### src/rtl/trans_pkg.sv
// Shared sizes, lane/mux bit offsets and the stage-B record for the
// two-lane 8x8 word-transport scheduler.
package trans_pkg;

  localparam int NPORT  = 8;
  localparam int NLANE  = 2;
  localparam int PIDX_W = 3;

  // Lane 1 selects live in isel[15:8]; out-mux lane flags in osel[15:8].
  localparam int ISEL_L1_OFS  = 8;
  localparam int OSEL_MUX_OFS = 8;

  typedef logic [PIDX_W-1:0] pidx_t;

  typedef struct packed {
    logic  vld;
    pidx_t dst;
    logic  lane;
  } stb_t;

endpackage

### src/rtl/trans_rr_pick.sv
// Rotating find-first: first set bit of (req & ~excl) scanning upward
// from start, modulo NPORT. Returns one-hot and index.
module trans_rr_pick
  import trans_pkg::*;
(
  input  logic [NPORT-1:0] req,
  input  pidx_t            start,
  input  logic [NPORT-1:0] excl,
  output logic [NPORT-1:0] gnt_oh,
  output pidx_t            idx,
  output logic             found
);

  logic [NPORT-1:0] cand;
  pidx_t            pos;

  assign cand = req & ~excl;

  always_comb begin
    found  = 1'b0;
    idx    = start;
    gnt_oh = '0;
    pos    = '0;
    for (int i = 0; i < NPORT; i++) begin
      pos = start + pidx_t'(i);
      if (!found && cand[pos]) begin
        found = 1'b1;
        idx   = pos;
      end
    end
    gnt_oh[idx] = found;
  end

endmodule

### src/rtl/trans_sched.sv
// Two-lane transfer scheduler for trans_core/trans_lsab: round-robin grant
// at the decision edge, crossbar out-select one edge later, delivery one more.
module trans_sched
  import trans_pkg::*;
#(
  parameter bit LANE1_EN = 1'b1
) (
  input  logic                 CLK,
  input  logic                 RST,
  input  logic [NPORT-1:0]     src_req,
  input  logic [NPORT*3-1:0]   src_dst,
  input  logic [NPORT-1:0]     dst_busy,
  output logic [NPORT-1:0]     src_gnt,
  output logic [2*NPORT-1:0]   isel,
  output logic [2*NPORT-1:0]   osel,
  output logic [NPORT-1:0]     dst_vld,
  output logic [15:0]          xfer_cnt
);

  logic [NPORT-1:0]   src_gnt_q, src_gnt_d;
  logic [2*NPORT-1:0] isel_q, isel_d;
  logic [2*NPORT-1:0] osel_q, osel_d;
  logic [NPORT-1:0]   dst_vld_q, dst_vld_d;
  logic [15:0]        xfer_cnt_q, xfer_cnt_d;
  pidx_t              rr_q, rr_d;
  stb_t [NLANE-1:0]   stb_q, stb_d;

  pidx_t            dst_s [NPORT];
  logic [NPORT-1:0] elig, excl1, gnt0, gnt1;
  pidx_t            idx0, idx1, dst0, dst1, rel0, start1;
  logic             found0, found1;

  assign dst0   = dst_s[idx0];
  assign dst1   = dst_s[idx1];
  assign rel0   = idx0 - rr_q;
  assign start1 = idx0 + 1'b1;

  // The previous grant masks a source: its old request is still visible.
  // Lane 1 may not reuse lane 0's source or destination, nor wrap back to rr.
  for (genvar gi = 0; gi < NPORT; gi++) begin : g_src
    pidx_t rel_s;
    assign rel_s     = pidx_t'(gi) - rr_q;
    assign dst_s[gi] = src_dst[PIDX_W*gi +: PIDX_W];
    assign elig[gi]  = src_req[gi] & ~dst_busy[dst_s[gi]] & ~src_gnt_q[gi];
    assign excl1[gi] = !LANE1_EN || !found0 || (rel_s <= rel0) || (dst_s[gi] == dst0);
  end

  trans_rr_pick u_pick0 (
    .req    (elig),
    .start  (rr_q),
    .excl   ({NPORT{1'b0}}),
    .gnt_oh (gnt0),
    .idx    (idx0),
    .found  (found0)
  );

  trans_rr_pick u_pick1 (
    .req    (elig),
    .start  (start1),
    .excl   (excl1),
    .gnt_oh (gnt1),
    .idx    (idx1),
    .found  (found1)
  );

  always_comb begin
    src_gnt_d = gnt0 | gnt1;
    isel_d    = '0;
    isel_d[0 +: NPORT]           = gnt0;
    isel_d[ISEL_L1_OFS +: NPORT] = gnt1;
    xfer_cnt_d = xfer_cnt_q + 16'(found0) + 16'(found1);

    rr_d = rr_q;
    if (found1)      rr_d = idx1 + 1'b1;
    else if (found0) rr_d = idx0 + 1'b1;

    stb_d[0] = '{vld: found0, dst: dst0, lane: 1'b0};
    stb_d[1] = '{vld: found1, dst: dst1, lane: 1'b1};

    osel_d = '0;
    for (int l = 0; l < NLANE; l++) begin
      if (stb_q[l].vld) begin
        osel_d[stb_q[l].dst]                     = 1'b1;
        osel_d[OSEL_MUX_OFS + int'(stb_q[l].dst)] = ~stb_q[l].lane;
      end
    end

    dst_vld_d = osel_q[NPORT-1:0];
  end

  always_ff @(posedge CLK or negedge RST) begin
    if (!RST) begin
      src_gnt_q  <= '0;
      isel_q     <= '0;
      osel_q     <= '0;
      dst_vld_q  <= '0;
      xfer_cnt_q <= '0;
      rr_q       <= '0;
      stb_q      <= '0;
    end else begin
      src_gnt_q  <= src_gnt_d;
      isel_q     <= isel_d;
      osel_q     <= osel_d;
      dst_vld_q  <= dst_vld_d;
      xfer_cnt_q <= xfer_cnt_d;
      rr_q       <= rr_d;
      stb_q      <= stb_d;
    end
  end

  assign src_gnt  = src_gnt_q;
  assign isel     = isel_q;
  assign osel     = osel_q;
  assign dst_vld  = dst_vld_q;
  assign xfer_cnt = xfer_cnt_q;

endmodule
### config.mk
export PLATFORM = sky130hd
export DESIGN_NAME = trans_sched
export DESIGN_NICKNAME = d
export VERILOG_FILES = /design/src/rtl/trans_pkg.sv /design/src/rtl/trans_rr_pick.sv /design/src/rtl/trans_sched.sv
export SDC_FILE = /design/constraint.sdc
export NUM_CORES = 1
export LEC_CHECK = 0
export CORE_MARGIN = 2
export CORE_UTILIZATION = 55
export CTS_BUF_LIST = sky130_fd_sc_hd__clkbuf_16
export CTS_CLUSTER_SIZE = 12
export DETAILED_ROUTE_END_ITERATION = 8
export DONT_BUFFER_PORTS = 1
export PLACE_DENSITY = 0.7
export SETUP_SLACK_MARGIN = 0.2
export SYNTH_ARGS = -nofsm -noshare
export SYNTH_HDL_FRONTEND = slang
export SYNTH_SLANG_ARGS = --single-unit
### constraint.sdc
create_clock -name CLK -period 14.1 [get_ports CLK]
set_input_delay 2.115 -clock CLK [delete_from_list [all_inputs] [get_ports CLK]]
set_output_delay 2.115 -clock CLK [all_outputs]
set_load 0.05 [all_outputs]
==> flow_metrics.py, run 1 <==
metrics = {
    "yosys": {
        "async_flop_share_pct": 100,
        "synth-main-ff-cell": "dfrtp_1",
        "yosys.area_share.simple_pct": 18.3,
        "ys_seq_elements": 76,
        "yosysSeqAreaShare_pct": 26.5,
        "synth.avg_cell_area_sq_um": 9.01,
        "synth_edf_count": 0,
        "synth_cells": 796,
        "synth_nets": 850,
        "synthMuxAreaShare_pct": 16.2,
        "synth_area_sq_um": 7170,
        "synth-adder-area-share_pct": 2.30,
        "synthDistinctLibCells": 101,
        "synth_top_family_by_area": "compound AO/OA/AOI/OAI gates",
        "synth_xor_area_share_pct": 5.02,
        "synth_compound_area_share_pct": 26.0,
        "yosys_warnings": 0,
    },
    "drt": {
        "dr.pass1.iters": 5,
        "vias_per_cell": 7.28,
        "drtIter0Drc": 848,
        "postRouteAntennaNets": 0,
        "num_vias": 6821,
        "drc": 0,
        "wl_per_cell_um": 25.4,
        "routed_wirelength_um": 23800,
    },
    "sta": {
        "slew_viol_final": 0,
        "tightest_slew_ns": 0.974,
        "fmax_mhz": 86.7,
        "fin_skew_ns": 0.00577,
        "setup_viol": 0,
        "relSlewSlack_pct": 35.0,
        "finalCritPeriodShare_pct": 81.8,
        "min_period_ns": 11.53,
        "finalHoldViolCount": 0,
        "rsz0062_at_grt": "false",
        "finalSetupTns_ns": 0,
    },
    "clock_tree": {
        "insertion_delay_ns": 0.33,
        "cts_made_buffers": 9,
        "cts_tree": "yes",
        "clk_pin_slew_ns": 0.06,
        "cts_buffer_depth": 2,
        "cts-resized-gates": 0,
        "ctsHoldBuffers": 0,
        "cts_setup_buffers": 0,
        "cts_root_buffer": "clkbuf_16",
        "cts.sinks": 76,
        "htreeDepth": 3,
    },
    "placement": {
        "numPortBuffers": 0,
        "dpl.hpwl_um": 18000,
        "routabilityCongestion": 0.986,
    },
    "global_route": {
        "overflow": 0,
        "grt_max_degree": 77,
        "antenna_found_initial": 0,
        "grt_pass1_vias": 6545,
        "gr-usage-all-layers_pct": 34.1,
        "grt_pass1_wl_um": 37300,
    },
    "min_path": {
        "hold_depth": 1,
        "hold_start": "stb_q[3]",
        "holdPathEnd": "osel[3]",
        "hold_path.class": "flop to flop",
    },
    "worst_setup_path": {
        "critPathSlowestCell": "o211ai_1",
        "ff2ff_setup_slack_ns": 2.89,
        "critPathKind": "primary input to flop",
        "crit_arrival_ns": 11.71,
        "max_stage_delay_ns": 0.78,
        "worstRegToRegCells": 33,
        "setup.worst_path.end_class": "flop",
        "cp-start-kind": "primary input",
        "r2r_end": "xfer_cnt[14]",
        "reg2reg_from": "rr_q[0]",
        "startpoint": "src_dst[2]",
        "critPathMaxFanout": 12,
        "critPathRequiredTime_ns": 14.28,
    },
    "layout": {
        "num_antenna_cells": 0,
        "drive_gt1_share_pct": 12.2,
        "final_common_cell": "dfrtp_1",
        "nNetsFinal": 814,
        "final_cell_mix": "dfrtp_1 (76), nor2_1 (67), nand2_1 (53), mux2i_1 (51), o21ai_0 (40)",
        "syn_to_final_growth_pct": 3.96,
    },
    "floorplan": {
        "initial_utilization_pct": 56.6,
        "rows": 41,
        "core_area_sq_um": 12700,
        "pin_count": 106,
        "dieHeight_um": 118,
        "die_area_sq_um": 14000,
        "fp.dieW_um": 118,
    },
    "job": {
        "drv_cap": 0,
    },
    "status": {
        "status": "completed",
    },
}
-- per-layer routing --
metal | global-route usage (%) | vias to the layer above | share of wire [%]
met2 | 53.3 | 449 | 46
met3 | 8.06 | 58 | 10
met1 | 45.7 | 3350 | 40
met4 | 13.4 | 0 | 3.7
li1 | - | 2964 | -
met5 | 0 | - | 0
-- Yosys cell counts (7+ instances only) --
master | number | area, sq um
nand3_1 | 26 | 130
a31oi_1 | 10 | 62.6
nor2_1 | 67 | 251
clkbuf_1 | 23 | 86.3
dfrtp_1 | 76 | 1900
a21oi_1 | 20 | 100
nor2b_1 | 9 | 56.3
xnor2_1 | 29 | 254
nand2_1 | 53 | 199
and3_1 | 10 | 62.6
and2_1 | 20 | 125
nor4_1 | 7 | 43.8
buf_4 | 9 | 67.6
buf_2 | 15 | 75.1
nor3_1 | 12 | 60.1
o22ai_1 | 8 | 50.1
nand4_1 | 9 | 56.3
mux2i_1 | 51 | 510
a211oi_1 | 7 | 52.6
mux4_2 | 25 | 563
o211ai_1 | 22 | 165
o2111ai_1 | 14 | 123
a22oi_1 | 9 | 67.6
ha_1 | 10 | 125
xor2_1 | 9 | 78.8
inv_1 | 30 | 113
a21boi_0 | 10 | 75.1
a221o_1 | 7 | 70.1
o21ai_0 | 40 | 200
-- kinds of logic (layout without fill, tap and decap cells) --
logic type      after synthesis  in the layout
simple gates                253            253
compound gates              242            242
buf+inv                      90             59
mux                          83             83
flops                        76             76
xor+xnor                     39             39
fa+ha+maj                    12             12
other cells                   1              1
-- final cells by class --
cell class                 count  area [sq um]
multi-input combinational    630          4860
timing repair buffer           6          45.0
clock inverter                 7          66.3
tap                          172           215
inverter                      37           139
clock buffer                   9           225
fill                        1135          5210
sequential                    76          1900
-- flip-flops by register name, indices dropped and copies added (netlist names) --
name and cells:
dst_vld 8, isel 16, osel 16, rr_q 3, src_gnt 8, stb_q 9, xfer_cnt 16
-- metrics by stage --
stage	setup WS (ns)	area, sq um	utilization [%]	hold slack (ns)	instances
finish	2.57	7460	58.9	0.608	937
global route	2.00	7460	58.9	0.622	937
CTS	2.81	7460	58.9	0.599	937
detailed placement	2.53	7170	56.6	0.589	921
global placement	2.86	7170	56.6	0.601	921
floorplan	4.07	7170	-	0.504	796
-- worst max-delay path, delay by kind of cell --
family | cells | cell delay [ns]
and+or+nand+nor | 12 | 2.88
AOI/OAI and AO/OA | 7 | 2.87
muxes | 4 | 1.54
adders and majority gates | 3 | 1.30
buffers and inverters | 4 | 0.84
xor gates and xnor gates | 1 | 0.16
-- worst max path at each step --
| stage | end | slack [ns] | depth (start not counted) |
|---|---|---|---|
| global placement | xfer_cnt[14] | 2.86 | 31 |
| floorplan | xfer_cnt[14] | 4.07 | 35 |
| detailed placement | xfer_cnt[14] | 2.53 | 31 |
| CTS | xfer_cnt[12] | 2.81 | 31 |
| global route | xfer_cnt[12] | 2.00 | 31 |
| finish | xfer_cnt[14] | 2.57 | 31 |
Power of run 1 is left out: the tool's default activity adds up to more than one toggle a clock period on the data nets, which glitch-free logic cannot reach.
==> run 2, diff against run 1 <==
==> constraint.sdc (replaced) <==
create_clock -name CLK -period 12 [get_ports CLK]
set_input_delay 1.8 -clock CLK [delete_from_list [all_inputs] [get_ports CLK]]
set_output_delay 1.8 -clock CLK [all_outputs]
set_load 0.05 [all_outputs]
==> flow_metrics.py, run 2 (synthesized netlist as in run 1, its figures left out) <==
metrics = {
    "clock_tree": {
        "cts-resized-gates": 0,
        "cts_made_buffers": 9,
        "cts_root_buffer": "clkbuf_16",
        "cts.sinks": 76,
        "clk_pin_slew_ns": 0.06,
        "insertion_delay_ns": 0.34,
        "cts_setup_buffers": 0,
        "cts_tree": "yes",
        "htreeDepth": 3,
        "cts_buffer_depth": 2,
        "ctsHoldBuffers": 0,
    },
    "layout": {
        "syn_to_final_growth_pct": 4.52,
        "final_cell_mix": "dfrtp_1 (76), nor2_1 (67), nand2_1 (53), mux2i_1 (51), o21ai_0 (40)",
        "final_common_cell": "dfrtp_1",
        "num_antenna_cells": 0,
        "nNetsFinal": 818,
        "fin_area_sq_um": 7500,
        "final_util_pct": 59.2,
        "drive_gt1_share_pct": 12.9,
    },
    "drt": {
        "wl_per_cell_um": 25.5,
        "dr.pass1.iters": 5,
        "vias_per_cell": 7.28,
        "drc": 0,
        "num_vias": 6855,
        "postRouteAntennaNets": 0,
        "drtIter0Drc": 890,
        "routed_wirelength_um": 24000,
    },
    "placement": {
        "place_area_sq_um": 7200,
        "routabilityCongestion": 1.07,
        "numPortBuffers": 0,
        "dpl.hpwl_um": 18200,
    },
    "floorplan": {
        "pin_count": 106,
        "dieHeight_um": 118,
        "initial_utilization_pct": 56.6,
        "core_area_sq_um": 12700,
        "rows": 41,
        "fp.dieW_um": 118,
        "die_area_sq_um": 14000,
    },
    "sta": {
        "rsz0062_at_grt": "false",
        "finalHoldViolCount": 0,
        "finalSetupTns_ns": 0,
        "slew_viol_final": 0,
        "tightest_slew_ns": 0.987,
        "setup_viol": 0,
        "finalCritPeriodShare_pct": 90.5,
        "relSlewSlack_pct": 34.2,
        "fmax_mhz": 92.1,
        "fin_skew_ns": 0.00620,
        "min_period_ns": 10.86,
    },
    "min_path": {
        "hold_path.class": "flop to flop",
    },
    "global_route": {
        "use_met3_pct": 9.03,
        "overflow": 0,
        "antenna_found_initial": 0,
        "grtUsageMet1_pct": 45.0,
        "grt_pass1_vias": 6538,
        "grt_max_degree": 77,
        "gr-usage-all-layers_pct": 33.9,
        "grtUsageMet2_pct": 52.5,
        "top_usage_layer": "met2",
        "grt_pass1_wl_um": 37100,
    },
    "status": {
        "status": "completed",
    },
    "worst_setup_path": {
        "setup.worst_path.end_class": "flop",
        "critPathMaxFanout": 12,
        "cp-start-kind": "primary input",
        "crit_arrival_ns": 11.07,
        "critPathRequiredTime_ns": 12.20,
        "critPathKind": "primary input to flop",
        "max_stage_delay_ns": 0.78,
        "critPathSlowestCell": "o211ai_1",
    },
    "job": {
        "drv_cap": 0,
    },
}
## run 2: per-stage QoR
step / std cells / hold WS, ns / setup slack, ns
after floorplan: 796 / 0.504 / 2.29
after global placement: 925 / 0.589 / 1.27
after detailed placement: 925 / 0.592 / 1.07
after CTS: 941 / 0.596 / 1.36
after global routing: 941 / 0.628 / 0.677
final: 941 / 0.601 / 1.14
## run 2: routing by layer
metal | routed length [um] | vias up
met2 | 10800 | 459
met3 | 2540 | 75
met1 | 9710 | 3350
li1 | - | 2971
met4 | 910 | 0
met5 | 0 | -
## run 2: worst paths after layout
| path | start | endpoint | slack, ns | cells past startpoint |
|---|---|---|---|---|
| min in group asynchronous | RST | dst_vld[5] | 1.15 | 0 |
| max | src_dst[2] | xfer_cnt[12] | 1.14 | 30 |
| min | stb_q[3] | osel[3] | 0.60 | 1 |
| max reg2reg | rr_q[0] | xfer_cnt[12] | 2.10 | 32 |
| min reg2reg | stb_q[3] | osel[3] | 0.60 | 1 |
| max in group asynchronous | RST | stb_q[7] | 10.75 | 0 |
## run 2: critical path: cells and delay by family
family | cells | cell delay, ns
and+or+nand+nor | 9 | 2.61
AOI/OAI and AO/OA | 10 | 3.21
xor gates and xnor gates | 1 | 0.14
muxes | 2 | 1.00
adders and majority gates | 3 | 1.31
buffers and inverters | 5 | 0.98
## run 2: area by class of cell
cell class / count / area, sq um
fill: 1112 / 5170
multi-input combinational: 630 / 4860
sequential: 76 / 1900
clock buffer: 9 / 225
tap: 172 / 215
inverter: 37 / 139
clock inverter: 7 / 76.3
timing repair buffer: 10 / 75.1
Power of run 2 is left out for the same reason.
==> run 3, diff against run 2 <==
--- a/config.mk
+++ b/config.mk
@@ -5,13 +5,12 @@
 export SDC_FILE = /design/constraint.sdc
 export NUM_CORES = 1
 export LEC_CHECK = 0
-export CORE_MARGIN = 2
-export CORE_UTILIZATION = 55
+export CORE_MARGIN = 10
+export CORE_UTILIZATION = 40
 export CTS_BUF_LIST = sky130_fd_sc_hd__clkbuf_16
 export CTS_CLUSTER_SIZE = 12
 export DETAILED_ROUTE_END_ITERATION = 8
 export DONT_BUFFER_PORTS = 1
-export PLACE_DENSITY = 0.7
 export SETUP_SLACK_MARGIN = 0.2
 export SYNTH_ARGS = -nofsm -noshare
 export SYNTH_HDL_FRONTEND = slang
==> flow_metrics.py, run 3 (synthesized netlist as in run 1, its figures left out) <==
metrics = {
    "placement": {
        "numPortBuffers": 0,
        "routabilityCongestion": 1.02,
        "dpl.hpwl_um": 20000,
    },
    "min_path": {
        "hold_start": "stb_q[3]",
        "holdPathEnd": "osel[3]",
        "hold_path.class": "flop to flop",
        "hold_depth": 1,
    },
    "worst_setup_path": {
        "ff2ff_setup_slack_ns": 1.92,
        "crit_arrival_ns": 11.11,
        "worstRegToRegCells": 33,
        "max_stage_delay_ns": 0.73,
        "critPathKind": "primary input to flop",
        "critPathSlowestCell": "o211ai_1",
        "critPathRequiredTime_ns": 12.18,
        "setup.worst_path.end_class": "flop",
        "cp-start-kind": "primary input",
        "critPathMaxFanout": 12,
        "reg2reg_from": "rr_q[1]",
        "r2r_end": "xfer_cnt[12]",
    },
    "global_route": {
        "grt_max_degree": 77,
        "gr-usage-all-layers_pct": 20.3,
        "antenna_found_initial": 0,
        "grtUsageMet2_pct": 32.5,
        "grt_pass1_vias": 6142,
        "top_usage_layer": "met2",
        "use_met3_pct": 6.25,
        "grt_pass1_wl_um": 38200,
        "overflow": 0,
        "grtUsageMet1_pct": 26.0,
    },
    "floorplan": {
        "die_area_sq_um": 23700,
        "rows": 48,
        "pin_count": 106,
        "fp.dieW_um": 154,
        "initial_utilization_pct": 41.2,
        "dieHeight_um": 154,
        "core_area_sq_um": 17400,
    },
    "layout": {
        "final_cell_mix": "dfrtp_1 (76), nor2_1 (67), nand2_1 (53), mux2i_1 (51), o21ai_0 (40)",
        "nNetsFinal": 820,
        "num_antenna_cells": 0,
        "syn_to_final_growth_pct": 5.39,
        "drive_gt1_share_pct": 12.7,
        "final_common_cell": "dfrtp_1",
    },
    "drt": {
        "routed_wirelength_um": 25500,
        "postRouteAntennaNets": 0,
        "drtIter0Drc": 713,
        "wl_per_cell_um": 25.6,
        "drc": 0,
        "dr.pass1.iters": 5,
        "num_vias": 6685,
        "vias_per_cell": 6.71,
    },
    "clock_tree": {
        "htreeDepth": 3,
        "cts-resized-gates": 0,
        "cts.sinks": 76,
        "insertion_delay_ns": 0.32,
        "cts_setup_buffers": 0,
        "clk_pin_slew_ns": 0.05,
        "cts_buffer_depth": 2,
        "cts_tree": "yes",
        "cts_made_buffers": 9,
        "cts_root_buffer": "clkbuf_16",
        "ctsHoldBuffers": 0,
    },
    "sta": {
        "fmax_mhz": 91.5,
        "finalSetupTns_ns": 0,
        "tightest_slew_ns": 1.07,
        "holdWs_ns": 0.561,
        "finalCritPeriodShare_pct": 91.1,
        "setup_viol": 0,
        "min_period_ns": 10.93,
        "slew_viol_final": 0,
        "rsz0062_at_grt": "false",
        "finalHoldViolCount": 0,
        "relSlewSlack_pct": 28.0,
        "fin_skew_ns": 0.00433,
    },
    "job": {
        "drv_cap": 0,
    },
    "status": {
        "status": "completed",
    },
}
-- run 3: changes by cell type in the layout (fill, tap and decap cells not counted), sizes merged --
| cell | previous run | this run |
|---|---|---|
| buf | 10 | 12 |
| inv | 34 | 33 |
| clkinvlp | 0 | 1 |
-- run 3: worst max-delay path: cells and delay by family --
family / cells / cell delay, ns
fa+ha+maj: 3 / 1.27
mux: 4 / 1.57
simple gates: 12 / 2.77
compound gates: 7 / 2.67
buf+inv: 4 / 0.85
xor+xnor: 1 / 0.15
-- run 3: routing by layer --
metal / routed length (um) / up-vias
li1: - / 2985
met1: 10000 / 3299
met2: 12000 / 356
met3: 2820 / 45
met4: 654 / 0
met5: 0 / -
-- run 3: cell type report --
type / instances / area, sq um
clock buffers: 9 / 225
inverters: 37 / 139
repair buffers: 12 / 90.1
fillers: 1690 / 9860
well taps: 225 / 282
clock inverters: 7 / 57.6
multi-input cells: 630 / 4860
flip-flops and latches: 76 / 1900
-- run 3: through the flow --
step	utilization [%]	worst slack, ns	cell area, sq um	std cells
after floorplan	-	2.29	7170	796
after global placement	41.8	1.17	7280	980
after detailed placement	41.8	0.833	7280	980
after CTS	43.4	1.17	7560	996
after global routing	43.4	0.386	7560	996
final	43.4	1.07	7560	996
-- run 3: worst max-delay path by stage --
stage	from	depth (start not counted)	slack [ns]	end
global route	src_dst[2]	31	0.39	xfer_cnt[14]
global placement	src_dst[2]	31	1.17	xfer_cnt[12]
floorplan	src_dst[3]	35	2.29	xfer_cnt[14]
finish	src_dst[2]	31	1.07	xfer_cnt[12]
CTS	src_dst[2]	31	1.17	xfer_cnt[12]
detailed placement	src_dst[2]	31	0.83	xfer_cnt[12]
Power of run 3 is left out for the same reason.
